### config.mk
export PLATFORM = sky130hd
export DESIGN_NAME = scan_seq
export DESIGN_NICKNAME = d
export VERILOG_FILES = /design/src/rtl/scan_seq.sv
export SDC_FILE = /design/constraint.sdc
export NUM_CORES = 1
export LEC_CHECK = 0
export ABC_AREA = 1
export CAP_MARGIN = 40
export CORE_MARGIN = 5
export CORE_UTILIZATION = 49
export CTS_CLUSTER_DIAMETER = 150
export DETAILED_ROUTE_END_ITERATION = 6
export GPL_ROUTABILITY_DRIVEN = 0
export PLACE_DENSITY = 0.88
export SLEW_MARGIN = 5
export SYNTH_ARGS = -nofsm -noshare
export SYNTH_HDL_FRONTEND = slang
export SYNTH_SLANG_ARGS = --single-unit
### constraint.sdc
create_clock -name clk -period 1.5 [get_ports clk]
set_input_delay 0.3 -clock clk [delete_from_list [all_inputs] [get_ports clk]]
set_output_delay 0.3 -clock clk [all_outputs]
set_load 0.02 [all_outputs]
### src/rtl/scan_seq.sv
// Programmable 3-bit index sequencer feeding a 3-to-8 decoder select.
// Dwells DWELL cycles per index; supports up, down, single-sweep and bounce patterns.
module scan_seq #(
    parameter int unsigned DWELL = 4
) (
    input  logic       clk,
    input  logic       rst,
    input  logic       start,
    input  logic       stop,
    input  logic [1:0] mode,
    input  logic [2:0] load_idx,
    output logic [2:0] sel,
    output logic       active,
    output logic       wrap,
    output logic       done
);

    localparam int unsigned CW = (DWELL > 1) ? $clog2(DWELL) : 1;
    localparam logic [CW-1:0] CNT_LAST = CW'(DWELL - 1);

    localparam logic [1:0] MODE_UP     = 2'b00;
    localparam logic [1:0] MODE_DOWN   = 2'b01;
    localparam logic [1:0] MODE_SWEEP  = 2'b10;
    localparam logic [1:0] MODE_BOUNCE = 2'b11;

    typedef enum logic {
        IDLE = 1'b0,
        RUN  = 1'b1
    } state_t;

    state_t        state_q, state_d;
    logic [2:0]    sel_q, sel_d;
    logic [CW-1:0] cnt_q, cnt_d;
    logic [1:0]    mode_q, mode_d;
    logic          dir_q, dir_d;
    logic          wrap_q, wrap_d;
    logic          done_q, done_d;

    always_ff @(posedge clk) begin
        if (rst) begin
            state_q <= IDLE;
            sel_q   <= 3'd0;
            cnt_q   <= '0;
            mode_q  <= 2'b00;
            dir_q   <= 1'b0;
            wrap_q  <= 1'b0;
            done_q  <= 1'b0;
        end else begin
            state_q <= state_d;
            sel_q   <= sel_d;
            cnt_q   <= cnt_d;
            mode_q  <= mode_d;
            dir_q   <= dir_d;
            wrap_q  <= wrap_d;
            done_q  <= done_d;
        end
    end

    always_comb begin
        state_d = state_q;
        sel_d   = sel_q;
        cnt_d   = cnt_q;
        mode_d  = mode_q;
        dir_d   = dir_q;
        wrap_d  = 1'b0;
        done_d  = 1'b0;

        case (state_q)
            IDLE: begin
                if (start) begin
                    state_d = RUN;
                    sel_d   = load_idx;
                    mode_d  = mode;
                    cnt_d   = '0;
                    dir_d   = (mode == MODE_DOWN);
                end
            end
            RUN: begin
                // stop has priority over a coincident step so sel freezes in place
                if (stop) begin
                    state_d = IDLE;
                    cnt_d   = '0;
                end else if (cnt_q == CNT_LAST) begin
                    cnt_d = '0;
                    case (mode_q)
                        MODE_UP: begin
                            sel_d  = sel_q + 3'd1;
                            wrap_d = (sel_q == 3'd7);
                        end
                        MODE_DOWN: begin
                            sel_d  = sel_q - 3'd1;
                            wrap_d = (sel_q == 3'd0);
                        end
                        MODE_SWEEP: begin
                            if (sel_q == 3'd7) begin
                                state_d = IDLE;
                                done_d  = 1'b1;
                            end else begin
                                sel_d = sel_q + 3'd1;
                            end
                        end
                        MODE_BOUNCE: begin
                            if (!dir_q && sel_q == 3'd7) begin
                                dir_d  = 1'b1;
                                sel_d  = 3'd6;
                                wrap_d = 1'b1;
                            end else if (dir_q && sel_q == 3'd0) begin
                                dir_d  = 1'b0;
                                sel_d  = 3'd1;
                                wrap_d = 1'b1;
                            end else if (dir_q) begin
                                sel_d = sel_q - 3'd1;
                            end else begin
                                sel_d = sel_q + 3'd1;
                            end
                        end
                        default: ;
                    endcase
                end else begin
                    cnt_d = cnt_q + CW'(1);
                end
            end
            default: state_d = IDLE;
        endcase
    end

    assign sel    = sel_q;
    assign active = (state_q == RUN);
    assign wrap   = wrap_q;
    assign done   = done_q;

endmodule

Word level (Yosys, flattened, before mapping)
Index checks and enable logic that the tools add are counted.
{ "word_totals": {"regBits": 11, "latch_bits": 0, "mem_bits_rw": 0, "mem_bits_ro": 0, "input_bits": 9, "wordCells": 65, "memories": 0} }
{ "classes": {"add_sub_neg": 3, "mul": 0, "div_mod_pow": 0, "order_cmp": 0, "n_eq_ne": 12, "n_shift": 0, "muxes": 30, "bitwise": 3, "n_reduce_logical": 10} }
{ "op_table": {"columns": ["operator", "n"], "rows": [
  ["3-bit two-way mux", 7],
  ["1-bit two-way mux", 14],
  ["3-bit one-hot mux with 4 select lines", 1],
  ["2-bit == test (second input constant)", 3],
  ["2-bit two-way mux", 3],
  ["3-bit one-hot mux with 2 select lines", 1],
  ["5-bit AND reduction", 1],
  ["5-bit OR reduction", 1],
  ["2-bit by 1-bit == test with 1-bit output (second input constant)", 2],
  ["2-bit by 1-bit inequality test with 1-bit output (second input constant)", 2],
  ["2-bit inequality test (second input constant)", 2],
  ["1-bit one-hot mux with 2 select lines", 2],
  ["2-bit one-hot mux with 2 select lines", 1],
  ["4-bit AND reduction", 1],
  ["4-bit OR reduction", 1],
  ["3-bit by 1-bit adder with 3-bit output (second input constant)", 1],
  ["3-bit == test (second input constant)", 1],
  ["3-bit zero test", 1],
  ["3-bit by 1-bit inequality test with 1-bit output (second input constant)", 1],
  ["3-bit inequality test (second input constant)", 1],
  ["1-bit inverter", 3],
  ["1-bit one-hot mux with 3 select lines", 1],
  ["3-bit by 1-bit subtractor with 3-bit output (second input constant)", 1],
  ["2-bit by 1-bit adder with 2-bit output (second input constant)", 1],
  ["4 further kinds", 5]
]} }

Logic depth before layout (Yosys ltp)
{ "depth": {"word_depth": 8, "mapped_depth": 10} }

Least setup slack after synthesis
Ideal clock, no wire load.
{ "synth_timing": {"kind": "register to register", "from": "reg sel_q[0], in the netlist sel[0]", "to": "reg sel_q[1], in the netlist sel[1]", "setup_time_ns": 0.116, "t_arrival_ns": 1.328, "t_required_ns": 1.384, "slack_ns": 0.056, "stages_incl_launch_ff": 8, "synth_period_minus_slack_ns": 1.444, "path_cell_list": "dfxtp_1 > inv_1 > ha_1 > xor2_1 > o21ai_0 > nand2_1 > nand2_1 > a21oi_1"} }
{ "synth_between": {"elab_chain_len": 8, "elab_cells_between_ends": 16, "classes_between": "add/sub: 2; eq/ne: 2; mux: 8; reduce/logical: 4"} }
{ "synth_rtl": {"columns": ["item", "line_no", "text"], "rows": [
  ["from (decl)", "32", "logic [2:0] sel_q, sel_d;"],
  ["from (signal assigned)", "50", "sel_q <= sel_d;"],
  ["3-bit by 1-bit adder with 3-bit output, or another cell as far along", "87, 99, 114", null],
  ["3-bit two-way mux or 1-bit logical AND (tied branches)", "111, 107", null],
  ["3-bit two-way mux", "107", "end else if (dir_q && sel_q == 3'd0) begin"],
  ["3-bit two-way mux", "103", "if (!dir_q && sel_q == 3'd7) begin"],
  ["3-bit one-hot mux with 4 select lines", "85", "case (mode_q)"],
  ["3-bit two-way mux", "83", "end else if (cnt_q == CNT_LAST) begin"],
  ["3-bit two-way mux", "80", "if (stop) begin"],
  ["3-bit one-hot mux with 2 select lines", "68", "case (state_q)"]
]} }
Several ways; a longest one is shown, not always the timed one. The select of a mux whose other input is x is not followed.
A chain may end at the register's enable or synchronous reset.

Worst setup path after layout
{ "layout_timing": {"from": "reg sel_q[1], in the netlist sel[1]", "to": "reg sel_q[1], in the netlist sel[1]"} }
Same word-level chain as after synthesis.

==> impl_metrics.csv <==
group,metric,value,unit
outcome,status,"complete, no violations",
clock_tree,htree_levels,1,
worst_hold_path,worstHoldPathCells,2,
setup_path,reg2reg_depth,7,
grt,grt_pass1_wl,2950,um
setup_path,path_delay_family,"flip-flops",
die,fp.dieW,48.8,um
drt,via_per_inst,5.13,
yosys,postSynthAreaPerCell,6.42,sq um
timing,finalSetupViolations,0,
setup_path,regToRegSetupSlack,0.11,ns
worst_hold_path,hold_path_class,"register to register",
timing,post-route-period-util,92.6,%
clock_tree,post_cts_buffers,0,
yosys,yosysWarnings,0,
clock_tree,cts_buffers,3,
setup_path,r2r-start,"sel[1]",
placed_design,port_buffers,14,
yosys,synth_flop_cell,"dfxtp_1",
power,p_per_area,807,mW/mm^2
timing,whs,0.485,ns
timing,tns,0,ns
clock_tree,cts_root_buffer,"clkbuf_4",
timing,rsz0062_at_grt,"false",
final_layout,regArea,221,sq um
grt,grt_pass1_vias,742,
timing,slew_violations,0,
drt,firstDrtPassIters,4,
placed_design,place_inst,148,
clock_tree,clock_path_buffers,2,
timing,worst_pin_slew,0.228,ns
final_layout,area_growth,28.0,%
drt,drt_iter0_markers,16,
yosys,yosysTopAreaCellShare,29.8,%
clock_tree,cts_hold_buffers,0,
timing,hold_viol_final,0,
placed_design,postPlaceCellArea,917,sq um
final_layout,multi_input_area,439,sq um
setup_path,r2r-end,"sel[1]",
final_layout,drive_gt1_share,9.56,%
drt,ant_nets,0,
die,rows,14,
yosys,synth_seq_cells,11,
clock_tree,cts.sinks,11,
yosys,yosysMostFrequentCell,"nand2_1",
die,die_area,0.00238,sq mm
yosys,netlist_instances,115,
clock_tree,cts_resized,4,
final_layout,num_antenna_cells,0,
yosys,synth_fp_nets,129,
power,max-vdd-ir-drop,0.511,mV
drt,num_vias,779,
placed_design,dpl.hpwl,1460,um
setup_path,crit_buf_inv,1,
setup_path,startpoint_type,"register",
worst_hold_path,min_from,"cnt_q[1]",
final_layout,final_nets,151,
die,core-area,0.00147,sq mm
timing,timing.slew.headroom,84.7,%
power,power.leakage,0.496,nW
yosys,synth.cell_area,738,sq um
grt,grt_use_total,15.3,%
setup_path,worst-setup-path-type,"register to register",
setup_path,crit_arrival,1.56,ns
yosys,ys_types,18,
timing,finalClockSkew,0.0109,ns
setup_path,cp.required,1.67,ns
die,die_h,48.8,um
job,cap_violations,0,
setup_path,crit_fanout,5,
grt,grt_overflow,0,
drt,route.detailed.drc,0,
final_layout,final_cells,152,
worst_hold_path,whs_endpoint,"cnt_q[1]",
die,start_util,50.2,%
yosys,async_reset_ff_share,0,%
setup_path,path_cells,"inv_1 -> ha_1 -> xor2_1 -> o21ai_0 -> nand2_1 -> nand2_1 -> a21oi_1",
die,ios,15,
grt,grt_max_degree,12,
yosys,yosysTopAreaCell,"dfxtp_1",
yosys,ys_seq_area_share,29.8,%
setup_path,max_stage_delay,0.39,ns
clock_tree,clkLatencyLatePin,0.28,ns
drt,wl_per_cell,11.9,um
setup_path,crit_path_top_delay_cell,"dfxtp_1",
drt,finalWirelength,1800,um
clock_tree,clk_pin_slew,0.07,ns
yosys,synth_area_leaders,"dfxtp_1 (30%), nand2_1 (17%), inv_1 (9.2%)",
clock_tree,cts_tree,"yes",
final_layout,fin_area,945,sq um
setup_path,crit_top_cell,"nand2_1",
yosys,synthTopCellsByCount,"nand2_1 (34), inv_1 (18), nor2_1 (13), dfxtp_1 (11), a21oi_1 (10)",
setup_path,end_kind,"register",
final_layout,num-fill-cells,153,
grt,antenna_found_initial,0,
setup_path,setup.worst_path.start,"sel[1]",
yosys,synth_enable_flop_cells,0,
timing,max_freq,720,MHz
timing,fin_crit,1.39,ns
worst reg2reg max path: cells and delay by family, from the launching register on:
kind | cells | cell delay [ns]
AOI/OAI and AO/OA | 2 | 0.20
xor gates and xnor gates | 1 | 0.15
adders and majority gates | 1 | 0.31
buffers and inverters | 1 | 0.09
DFF | 1 | 0.39
and+or+nand+nor | 2 | 0.14
layer usage:
metal	vias up	global-route usage, %	wire length (um)
met2	15	28.7	934
met3	5	2.14	71
met5	-	0	0
met1	355	16.6	771
met4	0	6.73	27
li1	404	-	-
where the power goes:
group / switching, mW / internal (mW) / total, mW
Clock: 0.112 / 0.103 / 0.215
Sequential: 0.0180 / 0.311 / 0.329
Combinational: 0.127 / 0.0905 / 0.218
cell usage in the layout, fill, tap and decap left out, drive strengths merged:
cell and instances:
nand2 36, inv 18, nor2 14, dfxtp 11
a21oi 10, nand3 9, clkdlybuf4s50 8, o21ai 6
ha 5, dlygate4sd2 4, buf 4, clkbuf 4
a31oi 2, dlymetal6s2s 2, xor2 1, o21a 1
or3 1
worst max path at each step:
stage	end	slack [ns]	cells after the start
final	sel[1]	0.11	7
after global routing	sel[2]	0.03	9
after CTS	done	0.01	1
after detailed placement	sel[0]	0.05	7
after global placement	sel[1]	0.1	7
after floorplan	sel[1]	0.06	7
sequential cells by signal (all words and copies together), names as in the netlist:
register  count
dir_q         1
sel           3
wrap          1
done          1
mode_q        2
active        1
cnt_q         2
cells by family after synthesis:
logic type                 after synthesis  share of synthesized area, %
buffers and inverters                   19                          10.7
adders and majority gates                5                          8.47
and+or+nand+nor                         60                          34.7
AOI/OAI and AO/OA                       19                          15.1
xor gates and xnor gates                 1                          1.19
DFF                                     11                          29.8
area by class of cell:
class,instances,area share (%)
clock buffer,4,2.78
inverter,18,7.15
multi-input combinational,85,46.5
sequential,11,23.4
tap,16,2.12
timing repair buffer,18,18.0
through the flow:
step	utilization, %	total power [mW]	setup WS, ns
floorplan	-	0.475	0.0561
CTS	63.8	0.763	0.0128
finish	64.2	0.762	0.111
global route	64.2	0.806	0.0294
global placement	62.3	0.548	0.0971
detailed placement	62.3	0.559	0.0518
Note: power is estimated with default switching activity, not from simulation.
